`config.mk`:
```
export PLATFORM = sky130hd
export DESIGN_NAME = prach_hb2_pack_flat
export DESIGN_NICKNAME = d
export VERILOG_FILES = /design/src/rtl/prach_pkg.sv /design/src/rtl/prach_hb2_pack_if.sv /design/src/rtl/prach_sdp_ram.sv /design/src/rtl/prach_hb2_pack.sv /design/src/flat_wrapper.sv
export SDC_FILE = /design/constraint.sdc
export NUM_CORES = 1
export LEC_CHECK = 0
export ABC_AREA = 1
export BUFFER_PORTS_ARGS = -buffer_cell sky130_fd_sc_hd__buf_2
export CORE_UTILIZATION = 35
export DETAILED_ROUTE_END_ITERATION = 6
export GPL_TIMING_DRIVEN = 1
export SLEW_MARGIN = 20
export SYNTH_ARGS = -nofsm -noshare
export SYNTH_HDL_FRONTEND = slang
export SYNTH_SLANG_ARGS = --single-unit
```
`constraint.sdc`:
```
create_clock -name clk -period 6.45 [get_ports clk]
set_input_delay 0.3225 -clock clk [delete_from_list [all_inputs] [get_ports clk]]
set_output_delay 0.3225 -clock clk [all_outputs]
set_load 0.005 [all_outputs]
```
`src/rtl/prach_pkg.sv`:
```
// Shared constants and types for the PRACH HB2 polyphase packer.
package prach_pkg;
  localparam int unsigned NumChannel = 32;
  localparam int unsigned DataWidth  = 16;
  localparam int unsigned ChnWidth   = 8;
  localparam int unsigned AddrWidth  = $clog2(NumChannel);

  typedef logic signed [DataWidth-1:0] sample_t;
  typedef logic [ChnWidth-1:0]         chn_t;
  typedef logic [AddrWidth-1:0]        addr_t;

  typedef enum logic {
    PH_EVEN = 1'b0,
    PH_ODD  = 1'b1
  } phase_e;

  function automatic logic chn_legal(input chn_t c);
    return 32'(c) < NumChannel;
  endfunction
endpackage

```
`src/rtl/prach_hb2_pack_if.sv`:
```
// TDM sample stream in, paired-sample stream out, plus sync and error flag.
interface prach_hb2_pack_if;
  import prach_pkg::*;

  sample_t din_d;
  logic    din_dv;
  chn_t    din_chn;
  logic    sync_in;
  sample_t dout_dp1;
  sample_t dout_dp2;
  logic    dout_dv;
  chn_t    dout_chn;
  logic    sync_out;
  logic    err_chn;

  modport master (
    output din_d, din_dv, din_chn, sync_in,
    input  dout_dp1, dout_dp2, dout_dv, dout_chn, sync_out, err_chn
  );

  modport slave (
    input  din_d, din_dv, din_chn, sync_in,
    output dout_dp1, dout_dp2, dout_dv, dout_chn, sync_out, err_chn
  );
endinterface

```
`src/rtl/prach_sdp_ram.sv`:
```
// Simple dual-port RAM holding one even sample per channel; registered read, no reset.
module prach_sdp_ram
  import prach_pkg::*;
(
  input  logic    clk,
  input  logic    we,
  input  addr_t   waddr,
  input  sample_t wdata,
  input  logic    re,
  input  addr_t   raddr,
  output sample_t rdata
);
  sample_t mem_q [NumChannel];
  sample_t rdata_q;

  always_ff @(posedge clk) begin
    if (we) mem_q[waddr] <= wdata;
    if (re) rdata_q <= mem_q[raddr];
  end

  assign rdata = rdata_q;
endmodule

```
`src/rtl/prach_hb2_pack.sv`:
```
// Pairs consecutive per-channel samples of a TDM stream into (even, odd) beats
// for the HB2 decimator; two-cycle latency, sync_in realigns all channel phases.
module prach_hb2_pack
  import prach_pkg::*;
(
  input logic              clk,
  input logic              rst,
  prach_hb2_pack_if.slave  bus
);
  phase_e  phase_q [NumChannel];
  phase_e  phase_d [NumChannel];
  logic    wr_en_q, wr_en_d;
  addr_t   wr_addr_q, wr_addr_d;
  sample_t wr_data_q, wr_data_d;
  logic    s1_dv_q, s1_dv_d;
  chn_t    s1_chn_q, s1_chn_d;
  sample_t s1_dp1_q, s1_dp1_d;
  logic    s1_byp_q, s1_byp_d;
  sample_t s1_byp_data_q, s1_byp_data_d;
  logic    dout_dv_q, dout_dv_d;
  chn_t    dout_chn_q, dout_chn_d;
  sample_t dout_dp1_q, dout_dp1_d;
  sample_t dout_dp2_q, dout_dp2_d;
  logic    sync1_q, sync1_d;
  logic    sync_out_q, sync_out_d;
  logic    err_q, err_d;

  addr_t   chn_idx;
  logic    chn_ok;
  logic    beat_ok;
  logic    is_odd;
  sample_t ram_rdata;

  // Even writes land one cycle late from wr_*_q, so an odd read of the same
  // channel in that cycle must take dp2 from wr_data_q instead of the RAM.
  prach_sdp_ram u_ram (
    .clk   (clk),
    .we    (wr_en_q),
    .waddr (wr_addr_q),
    .wdata (wr_data_q),
    .re    (is_odd),
    .raddr (chn_idx),
    .rdata (ram_rdata)
  );

  always_comb begin
    chn_idx = bus.din_chn[AddrWidth-1:0];
    chn_ok  = chn_legal(bus.din_chn);
    beat_ok = bus.din_dv && chn_ok;
    is_odd  = beat_ok && !bus.sync_in && (phase_q[chn_idx] == PH_ODD);

    phase_d = phase_q;
    if (bus.sync_in) begin
      for (int unsigned i = 0; i < NumChannel; i++) phase_d[i] = PH_EVEN;
    end
    if (beat_ok) phase_d[chn_idx] = is_odd ? PH_EVEN : PH_ODD;

    wr_en_d   = beat_ok && !is_odd;
    wr_addr_d = chn_idx;
    wr_data_d = bus.din_d;

    s1_dv_d       = is_odd;
    s1_chn_d      = s1_chn_q;
    s1_dp1_d      = s1_dp1_q;
    s1_byp_d      = s1_byp_q;
    s1_byp_data_d = s1_byp_data_q;
    if (is_odd) begin
      s1_chn_d      = bus.din_chn;
      s1_dp1_d      = bus.din_d;
      s1_byp_d      = wr_en_q && (wr_addr_q == chn_idx);
      s1_byp_data_d = wr_data_q;
    end

    dout_dv_d  = s1_dv_q;
    dout_chn_d = dout_chn_q;
    dout_dp1_d = dout_dp1_q;
    dout_dp2_d = dout_dp2_q;
    if (s1_dv_q) begin
      dout_chn_d = s1_chn_q;
      dout_dp1_d = s1_dp1_q;
      dout_dp2_d = s1_byp_q ? s1_byp_data_q : ram_rdata;
    end

    sync1_d    = bus.sync_in;
    sync_out_d = sync1_q;
    err_d      = err_q | (bus.din_dv && !chn_ok);
  end

  always_ff @(posedge clk or posedge rst) begin
    if (rst) begin
      for (int unsigned i = 0; i < NumChannel; i++) phase_q[i] <= PH_EVEN;
      wr_en_q       <= 1'b0;
      wr_addr_q     <= '0;
      wr_data_q     <= '0;
      s1_dv_q       <= 1'b0;
      s1_chn_q      <= '0;
      s1_dp1_q      <= '0;
      s1_byp_q      <= 1'b0;
      s1_byp_data_q <= '0;
      dout_dv_q     <= 1'b0;
      dout_chn_q    <= '0;
      dout_dp1_q    <= '0;
      dout_dp2_q    <= '0;
      sync1_q       <= 1'b0;
      sync_out_q    <= 1'b0;
      err_q         <= 1'b0;
    end else begin
      phase_q       <= phase_d;
      wr_en_q       <= wr_en_d;
      wr_addr_q     <= wr_addr_d;
      wr_data_q     <= wr_data_d;
      s1_dv_q       <= s1_dv_d;
      s1_chn_q      <= s1_chn_d;
      s1_dp1_q      <= s1_dp1_d;
      s1_byp_q      <= s1_byp_d;
      s1_byp_data_q <= s1_byp_data_d;
      dout_dv_q     <= dout_dv_d;
      dout_chn_q    <= dout_chn_d;
      dout_dp1_q    <= dout_dp1_d;
      dout_dp2_q    <= dout_dp2_d;
      sync1_q       <= sync1_d;
      sync_out_q    <= sync_out_d;
      err_q         <= err_d;
    end
  end

  assign bus.dout_dv  = dout_dv_q;
  assign bus.dout_chn = dout_chn_q;
  assign bus.dout_dp1 = dout_dp1_q;
  assign bus.dout_dp2 = dout_dp2_q;
  assign bus.sync_out = sync_out_q;
  assign bus.err_chn  = err_q;
endmodule

```
`src/flat_wrapper.sv`:
```
// flat-port wrapper written by rule: the top's interface ports become plain ports
module prach_hb2_pack_flat import prach_pkg::*;
  (clk, rst, bus_din_d, bus_din_dv, bus_din_chn, bus_sync_in, bus_dout_dp1, bus_dout_dp2, bus_dout_dv, bus_dout_chn, bus_sync_out, bus_err_chn);
  prach_hb2_pack_if bus_i ();
  input logic clk;
  input logic rst;
  input wire logic [$bits(bus_i.din_d)-1:0] bus_din_d;
  input wire logic [$bits(bus_i.din_dv)-1:0] bus_din_dv;
  input wire logic [$bits(bus_i.din_chn)-1:0] bus_din_chn;
  input wire logic [$bits(bus_i.sync_in)-1:0] bus_sync_in;
  output wire logic [$bits(bus_i.dout_dp1)-1:0] bus_dout_dp1;
  output wire logic [$bits(bus_i.dout_dp2)-1:0] bus_dout_dp2;
  output wire logic [$bits(bus_i.dout_dv)-1:0] bus_dout_dv;
  output wire logic [$bits(bus_i.dout_chn)-1:0] bus_dout_chn;
  output wire logic [$bits(bus_i.sync_out)-1:0] bus_sync_out;
  output wire logic [$bits(bus_i.err_chn)-1:0] bus_err_chn;
  assign bus_i.din_d = bus_din_d;
  assign bus_i.din_dv = bus_din_dv;
  assign bus_i.din_chn = bus_din_chn;
  assign bus_i.sync_in = bus_sync_in;
  assign bus_dout_dp1 = bus_i.dout_dp1;
  assign bus_dout_dp2 = bus_i.dout_dp2;
  assign bus_dout_dv = bus_i.dout_dv;
  assign bus_dout_chn = bus_i.dout_chn;
  assign bus_sync_out = bus_i.sync_out;
  assign bus_err_chn = bus_i.err_chn;
  prach_hb2_pack u_core (.clk(clk), .rst(rst), .bus(bus_i));
endmodule
```
==> impl_metrics.toml, run 1 <==
[outcome]
status = "finished, final reports clean"

[drt]
drtAntennaViolNets = 0
wl_per_cell_um = 22.48
viasPerCell = 5.283
drt_pass1_iterations = 7
drt-initial-drc-count = 1644
wl_um = 67580
vias = 15880
drc = 0

[yosys]
syn_nets = 1904
syn_area_per_cell_um2 = 13.63
synth_cells = 1876
synth_area_um2 = 25580
synthAdderAreaFrac_pct = 0
synth-compound-area-share_pct = 9.695
yosys.area_share.xor_xnor_pct = 0.06848
synth_mux_area_share_pct = 0.9685
synthSimpleGateAreaFrac_pct = 11.30
yosys_most_used_dff = "edfxtp_1"
synthArstFlopShare_pct = 20.96
synth_edf_count = 528
ys_ff_latch = 668
synth-seq-area-share_pct = 75.68
synthDistinctLibCells = 30
synth_warnings = 0
synth_top_family_by_area = "simple AND/OR/NAND/NOR gates"

[critical_path]
worstSetupPathType = "input port to flip-flop"
cp.required_ps = 6660
rr_startpoint = "u_core.phase_q[9]$_DFF_PP0_"
path_cells = "dlygate4sd3_1, buf_2, inv_2, nor3_4, nand2_1, nand2_1, nor2_1, nand2_2, nand2_2, inv_1"
cp_max_fo = 39
slowest_delay_ps = 890
rr_endpoint = "u_core.u_ram.rdata[14]$_DFFE_PN_"
start_kind = "input port"
critPathCaptureType = "flip-flop"
arrival_ps = 3920
reg2reg_slack_ps = 3580
worst-r2r-cell-count = 10
cp_slowest_cell = "inv_1"

[die]
die_w_um = 272.3
num_io_pins = 71
core_area_um2 = 71850
die_h_um = 272.3
start_util_pct = 35.60
row_count = 98
dieArea_um2 = 74170

[place]
dp_hpwl_um = 38910
portBuffers = 70
gp_congestion = 0.8189
dpl-instance-area_um2 = 27170
placed_cells = 2858

[clocking]
cts_buffers = 70
root_buffer = "clkbuf_16"
clock_path_buffers = 3
clk_pin_slew_ps = 60
post_cts_buffers = 0
htreeDepth = 3
cts_tree = "yes"
cts_sinks = 668
insertion_delay_ps = 610

[sta]
finalHoldViolCount = 0
setup_violations = 0
timing.slew.headroom_pct = 20.19
fin_hold_ws_ps = 47.78
finalCritPeriodShare_pct = 57.56
slew_violations = 0
period_minus_slack_ps = 3713
setup-tns-final_ps = 0
rsz0062_at_grt = "no"
fmax_mhz = 269.4
worstMarginPinSlew_ps = 1196
fin_worst_skew_ps = 17.68

[power]
p_leak_nw = 11.26
swShare_pct = 21.32
p_switching_mw = 1.918
power_frac_clock_pct = 43.7
pwr-share-seq_pct = 52.1
power_density_nw_per_um2 = 303.6
ir_drop_uv = 240.3
intPower_mw = 7.080
finalPower_mw = 8.998
combPwrFrac_pct = 4.2

[final_layout]
n_antenna_cell = 0
design_area_um2 = 29640
layout.cells.non_filler = 3006
drive_above_1_share_pct = 13.76
nets = 2030
final_cell_mix = "nand2_1, edfxtp_1, a22oi_1"
layout_commonest_cell = "nand2_1"
area_growth_pct = 15.87
fillers = 6629

[grt]
grt_pass1_wl_um = 101300
grt_pass1_vias = 15600
grt_max_degree = 130
antenna_found_initial = 1
grtUsageTotal_pct = 18.18
grt_overflow = 0

[min_path]
min-delay-start = "bus_din_chn[1]"
holdPathStages = 1
min_to = "u_core.wr_addr_q[1]$_DFF_PP0_"
hp-class = "input port to flip-flop"

[flow_run]
drv_cap = 0
[synth_stat cells (2+ instances only)]
cell      count  area, um2
a21boi_0     25      187.7
a21boi_1      5      37.54
a21oi_1       3      15.01
a22oi_1     256       1922
a31oi_1      16      100.1
buf_1         3      11.26
buf_2        53      265.3
buf_4        10      75.07
buf_6         2      22.52
clkbuf_1     33      123.9
dfrtp_1     140       3503
edfxtp_1    528      15860
inv_1        15      56.30
inv_2         8      30.03
mux2_2       22      247.7
nand2_1     533       2001
nand2_2       2      12.51
nand3_1      52      260.3
nor2_1      110      412.9
nor2_2        2      12.51
nor3_1       15      75.07
nor3_2        7      70.07
o211ai_1     28      210.2
xor2_1        2      17.52
[registers in the layout, summed over array words and instances (netlist names), 5 cells and up]
register              flops
u_core.u_ram.rdata       16
u_core.s1_dp1_q          16
u_core.bus.dout_dp2      16
u_core.wr_addr_q          5
u_core.s1_chn_q           8
u_core.s1_byp_data_q     16
u_core.bus.dout_chn       8
u_core.phase_q           32
u_core.u_ram.mem_q      512
u_core.bus.dout_dp1      16
u_core.wr_data_q         16
[power groups by stage]
stage	clock network [mW]	logic [mW]	registers, mW
after detailed placement	0	0.366	4.78
after global routing	4.15	0.409	4.69
final	3.93	0.378	4.69
after global placement	0	0.361	4.78
after CTS	3.98	0.378	4.69
after floorplan	0	0.190	4.79
[timing repair]
item	in CTS	in global routing
gates resized for setup	0	0
endpoints found under the hold margin	110	0
hold buffers	22	0
[routing by layer]
layer / GRT usage (%) / up-vias / routed length (um)
li1: - / 7129 / -
met1: 25.60 / 8029 / 29390
met2: 28.58 / 610 / 31630
met3: 3.156 / 114 / 4581
met4: 5.825 / 0 / 1973
met5: 0 / - / 0
[cell families after synthesis]
family | count (synthesis)
AO/OA/AOI/OAI | 334
XOR/XNOR | 2
buffers and inverters | 124
flip-flops | 668
multiplexers | 22
AND/OR/NAND/NOR | 726
[through the flow]
| stage | utilization (%) | setup WS [ps] |
|---|---|---|
| after global placement | 37.78 | 2339 |
| final | 41.25 | 2737 |
| after detailed placement | 37.82 | 2702 |
| after floorplan | - | 2375 |
| after global routing | 41.25 | 2618 |
| after CTS | 41.25 | 2811 |
[area by class of cell]
class	instances	area, um2	share of cell area (%)
flip-flops and latches	668	19360	65.33
multi-input cells	1084	5673	19.14
clock buffers	100	2029	6.848
well taps	950	1189	4.011
repair buffers	155	1076	3.631
clock inverters	26	215.2	0.7261
inverters	23	93.84	0.3166
[worst max path at each step]
stage | start | endpoint | slack, ps
3_5_place_dp | bus_din_chn[4] | u_core.u_ram.rdata[14]$_DFFE_PN_ | 2700
6_report | bus_din_chn[4] | u_core.u_ram.rdata[14]$_DFFE_PN_ | 2740
4_1_cts | bus_din_chn[4] | u_core.u_ram.rdata[9]$_DFFE_PN_ | 2810
2_1_floorplan | rst | u_core.bus.dout_chn[0]$_DFFE_PP0P_ | 2370
5_1_grt | bus_din_chn[4] | u_core.u_ram.rdata[14]$_DFFE_PN_ | 2620
3_3_place_gp | bus_din_chn[2] | u_core.u_ram.rdata[14]$_DFFE_PN_ | 2340
[worst max-delay path, delay by kind of cell]
family	cells	cell delay, ps
AND/OR/NAND/NOR	6	1730
buffers and inverters	4	1800
Note: power is estimated with default switching activity, not from simulation.
==> run 2, diff against run 1 <==
Clock period 6.45 ns to 3.8 ns, I/O delays scaled along.
==> impl_metrics.toml, run 2 (synthesis results as in run 1) <==
[outcome]
status = "finished, final reports clean"

[final_layout]
final_cell_mix = "nand2_1, edfxtp_1, a22oi_1"
largest_register_ffs = 512
nets = 2054
top_register = "u_core.u_ram.mem_q"
n_antenna_cell = 0
largestRegisters = "u_core.u_ram.mem_q (512), u_core.phase_q (32)"
layout_commonest_cell = "nand2_1"
drive_above_1_share_pct = 14.22
area_growth_pct = 16.55

[sta]
setup_violations = 0
finalCritPeriodShare_pct = 77.17
timing.slew.headroom_pct = 25.74
period_minus_slack_ps = 2932
setup-tns-final_ps = 0
finalHoldViolCount = 0
setup_slack_ps = 867.7
fin_worst_skew_ps = 20.86
worstMarginPinSlew_ps = 1114
rsz0062_at_grt = "no"
fin_hold_ws_ps = 147.4
slew_violations = 0
fmax_mhz = 341.0

[grt]
grt_pass1_vias = 15720
grt_overflow = 0
grtUsageTotal_pct = 18.09
grt_max_degree = 130
antenna_found_initial = 1
grt_pass1_wl_um = 100600

[die]
start_util_pct = 35.60
dieArea_um2 = 74170
die_h_um = 272.3
die_w_um = 272.3
row_count = 98
num_io_pins = 71
core_area_um2 = 71850

[min_path]
hp-class = "input port to asynchronous set/reset pin"

[place]
portBuffers = 70
gp_congestion = 0.8468
dp_hpwl_um = 39560
dp_slack_ps = 857.2

[critical_path]
endpoint = "u_core.u_ram.rdata[6]$_DFFE_PN_"
critPathCaptureType = "flip-flop"
worst-r2r-cell-count = 12
worstSetupPathType = "input port to flip-flop"
reg2reg_slack_ps = 1630
rr_endpoint = "u_core.s1_dp1_q[7]$_DFFE_PP0N_"
cp_max_fo = 23
arrival_ps = 3360
start_kind = "input port"
rr_startpoint = "u_core.phase_q[24]$_DFF_PP0_"
startpoint = "bus_din_chn[0]"
cp.required_ps = 4220

[clocking]
cts_sinks = 668
cts_tree = "yes"
cts_resized = 0
root_buffer = "clkbuf_16"
post_cts_buffers = 0
clk_pin_slew_ps = 60
cts_buffers = 69
htreeDepth = 3
insertion_delay_ps = 610
clock_path_buffers = 3

[drt]
wl_per_cell_um = 22.13
drtAntennaViolNets = 0
drt-initial-drc-count = 1575
wl_um = 67090
drc = 0
drt_pass1_iterations = 5
viasPerCell = 5.256
vias = 15940

[power]
ir_drop_uv = 290.0
power_density_nw_per_um2 = 509.8
intPower_mw = 11.94
p_switching_mw = 3.258
pwr-share-seq_pct = 52.3
p_leak_nw = 11.37
swShare_pct = 21.44
power_frac_clock_pct = 43.2
combPwrFrac_pct = 4.4

[flow_run]
drv_cap = 0
run 2: cell types whose count changed in the layout (fill, tap and decap cells not counted), sizes merged:
| cell | delta |
|---|---|
| dlygate4sd3 | +3 |
| clkinv | -2 |
| buf | +22 |
| bufinv | -1 |
| clkbuf | +4 |
run 2: power groups by stage:
stage | Clock, mW | Combinational, mW | Sequential [mW]
3_5_place_dp | 0 | 0.648 | 8.10
5_1_grt | 6.94 | 0.727 | 7.95
6_report | 6.57 | 0.673 | 7.95
3_3_place_gp | 0 | 0.636 | 8.10
4_1_cts | 6.67 | 0.670 | 7.95
2_1_floorplan | 0 | 0.322 | 8.14
run 2: layer usage:
layer	share of wire (%)	wire (um)	vias to the layer above	GRT usage, %
li1	-	-	7178	-
met1	43	28750	8123	24.46
met2	47	31760	544	28.92
met3	6.9	4658	90	3.509
met4	2.9	1930	0	6.623
met5	0	0	-	0
run 2: cell type report:
type	instances	area [um2]
clock buffers	104	2022
clock inverters	23	177.7
fillers	6624	42040
inverters	23	92.59
multi-input cells	1084	5655
flip-flops and latches	668	19360
well taps	950	1189
repair buffers	180	1314
run 2: through the flow:
step	total power, mW	area, um2	instances	utilization [%]
finish	15.20	29810	3032	41.49
global route	15.62	29810	3032	41.49
CTS	15.30	29790	3031	41.46
detailed placement	8.752	27340	2879	38.05
global placement	8.739	27340	2879	38.05
floorplan	8.458	25580	1876	-
run 2: worst min path at each step:
stage	endpoint
2_1_floorplan	u_core.sync1_q$_DFF_PP0_
3_3_place_gp	u_core.wr_data_q[11]$_DFF_PP0_
3_5_place_dp	u_core.wr_data_q[11]$_DFF_PP0_
4_1_cts	u_core.wr_en_q$_DFF_PP0_
5_1_grt	u_core.s1_byp_data_q[9]$_DFFE_PP0N_
6_report	u_core.s1_byp_data_q[9]$_DFFE_PP0N_
run 2: critical path, stage by stage:
cell and delay [ps]:
dlygate4sd3_1 520, buf_2 420, inv_2 260, nor2_4 720, buf_12 260, a22oi_1 90
a21boi_0 450, nor3_1 210, nand2_1 200
run 2: repair_timing:
| action | 4_1_cts | 5_1_grt |
|---|---|---|
| endpoints found under the hold margin | 91 | 0 |
| endpoints found under the setup margin | 0 | 0 |
| hold buffers | 25 | 0 |
==> run 3, diff against run 2 <==
Settings changed: ABC_AREA 1 to 0.
Clock period 3.8 ns to 2.6 ns, I/O delays scaled along.
==> impl_metrics.toml, run 3 <==
[critical_path]
cp.required_ps = 3060
cp_max_fo = 10
start_kind = "flip-flop"
arrival_ps = 2930
critPathCaptureType = "flip-flop"
worstSetupPathType = "flip-flop to flip-flop"
worst-r2r-cell-count = 5
reg2reg_slack_ps = 140

[yosys]
synth_mux_area_share_pct = 16.37
synthDistinctLibCells = 39
syn_nets = 1293
synth_area_um2 = 25520
synth-compound-area-share_pct = 2.829
yosysMostFrequentCell = "edfxtp_1"
syn_area_per_cell_um2 = 20.17
yosys-top-cells-count = "edfxtp_1, dfrtp_1, mux4_2, a22oi_1, nor2_1"
ys_ff_latch = 668
synthArstFlopShare_pct = 20.96
synthAdderAreaFrac_pct = 0
synth-seq-area-share_pct = 75.87
yosys_most_used_dff = "edfxtp_1"
synth_top_family_by_area = "multiplexers"
yosys.area_share.xor_xnor_pct = 0.1716
synthSimpleGateAreaFrac_pct = 3.334
synth_warnings = 0
synth_largest_area_cell = "edfxtp_1"
synthTopCellsByArea = "edfxtp_1, dfrtp_1, mux4_2"
synth_edf_count = 528
synth_top_area_share_pct = 62.14
synth_cells = 1265

[grt]
grt_pass1_wl_um = 86330
grt_max_degree = 104
grt_overflow = 0
antenna_found_initial = 1
grtUsageTotal_pct = 15.78
grt_pass1_vias = 13150

[final_layout]
fillers = 6297
final_cell_mix = "edfxtp_1, mux4_2, dfrtp_1"
nets = 1479
largest_register_ffs = 512
n_antenna_cell = 0
drive_above_1_share_pct = 29.42
final_core_util_pct = 41.74
top_register = "u_core.u_ram.mem_q"
area_growth_pct = 17.54
largestRegisters = "u_core.u_ram.mem_q (512), u_core.phase_q (32)"
layout_commonest_cell = "edfxtp_1"

[clocking]
clock_path_buffers = 3
root_buffer = "clkbuf_16"
clk_pin_slew_ps = 60
post_cts_buffers = 0
cts_resized = 0
cts_sinks = 668
htreeDepth = 3
cts_tree = "yes"
cts_buffers = 69
insertion_delay_ps = 610

[sta]
timing.slew.headroom_pct = 24.28
finalCritPeriodShare_pct = 94.75
period_minus_slack_ps = 2463
worstMarginPinSlew_ps = 1136
slew_violations = 0
fin_worst_skew_ps = 28.61
rsz0062_at_grt = "no"
setup_violations = 0
fmax_mhz = 405.9
setup-tns-final_ps = 0
finalHoldViolCount = 0

[drt]
vias = 12760
drt-initial-drc-count = 1236
drc = 0
wl_um = 57590
drt_pass1_iterations = 5
drtAntennaViolNets = 0
wl_per_cell_um = 23.45
viasPerCell = 5.196

[die]
start_util_pct = 35.51
num_io_pins = 71
dieArea_um2 = 73990
die_h_um = 272.0
die_w_um = 272.0
row_count = 98
core_area_um2 = 71850

[power]
ir_drop_uv = 462.3
power_density_nw_per_um2 = 742.2
p_leak_nw = 10.59

[min_path]
holdPathStages = 5
hp-class = "input port to flip-flop"

[place]
dp_hpwl_um = 35400
portBuffers = 70
gp_congestion = 0.7900

[outcome]
status = "finished, final reports clean"

[flow_run]
drv_cap = 0
-- run 3: cell count changes in the layout (fill, tap and decap cells not counted), sizes merged, moves of 17 or more --
cell / before / now
nand2: 535 / 28
mux4: 0 / 130
mux2i: 0 / 46
nand4: 1 / 18
nand2b: 0 / 26
a21boi: 30 / 0
o211ai: 28 / 0
mux2: 22 / 70
nand3: 52 / 6
nor2: 113 / 52
nor3: 23 / 5
a22oi: 256 / 64
-- run 3: worst paths after layout --
kind / start / endpoint
worst max-delay path: u_core.phase_q[16]$_DFF_PP0_ / u_core.s1_dp1_q[6]$_DFFE_PP0N_
worst min-delay path: bus_din_chn[0] / u_core.phase_q[29]$_DFF_PP0_
worst max register to register: u_core.phase_q[16]$_DFF_PP0_ / u_core.s1_dp1_q[6]$_DFFE_PP0N_
worst min register to register: u_core.sync1_q$_DFF_PP0_ / u_core.bus.sync_out$_DFF_PP0_
max in group asynchronous: rst / u_core.wr_data_q[15]$_DFF_PP0_
min in group asynchronous: rst / u_core.bus.dout_chn[6]$_DFFE_PP0P_
-- run 3: area by class of cell --
| cell class | count | area, um2 | share of cell area [%] |
|---|---|---|---|
| repair buffers | 188 | 1430 | 4.768 |
| well taps | 950 | 1189 | 3.963 |
| inverters | 7 | 30.03 | 0.1001 |
| multi-input cells | 517 | 5817 | 19.39 |
| clock inverters | 34 | 230.2 | 0.7676 |
| clock buffers | 92 | 1927 | 6.424 |
| flip-flops and latches | 668 | 19370 | 64.58 |
-- run 3: metrics by stage --
step                      hold WS [ps]  cells  total power [mW]  setup WS, ps  area (um2)
after floorplan                  161.4   1265             12.63         417.8       25520
after global placement           252.3   2304             13.04         162.0       27560
after detailed placement         252.7   2304             13.07         164.2       27560
after CTS                        40.27   2456             22.49         58.59       29980
after global routing             58.67   2456             22.99         36.49       29990
final                            73.26   2456             22.26         136.5       29990
-- run 3: cells by family after synthesis --
| group | after synthesis |
|---|---|
| flip-flops | 668 |
| multiplexers | 246 |
| AND/OR/NAND/NOR | 164 |
| AO/OA/AOI/OAI | 102 |
| buffers and inverters | 80 |
| XOR/XNOR | 5 |
-- run 3: worst max-delay path, stage by stage (launching register included) --
cell and delay (ps):
dfrtp_1 380, mux4_2 470, a222oi_1 470, a311o_2 450, buf_4 240, mux2_1 330
-- run 3: report_power, final --
part           switching, mW  leakage [nW]  internal [mW]
Clock                   3.97          1.06           5.42
Combinational          0.484          2.94          0.438
Sequential             0.219          6.59           11.7
-- run 3: routing by layer --
layer,GRT usage [%],vias to the layer above,share of wire [%]
li1,-,5478,-
met1,22.46,6796,44
met2,24.73,408,47
met3,3.412,79,6.8
met4,3.844,0,1.9
met5,0,-,0
-- run 3: what timing repair did --
| action | in CTS | in global routing |
|---|---|---|
| endpoints found under the hold margin | 68 | 0 |
| setup endpoints to repair | 0 | 0 |
| hold buffers | 26 | 0 |
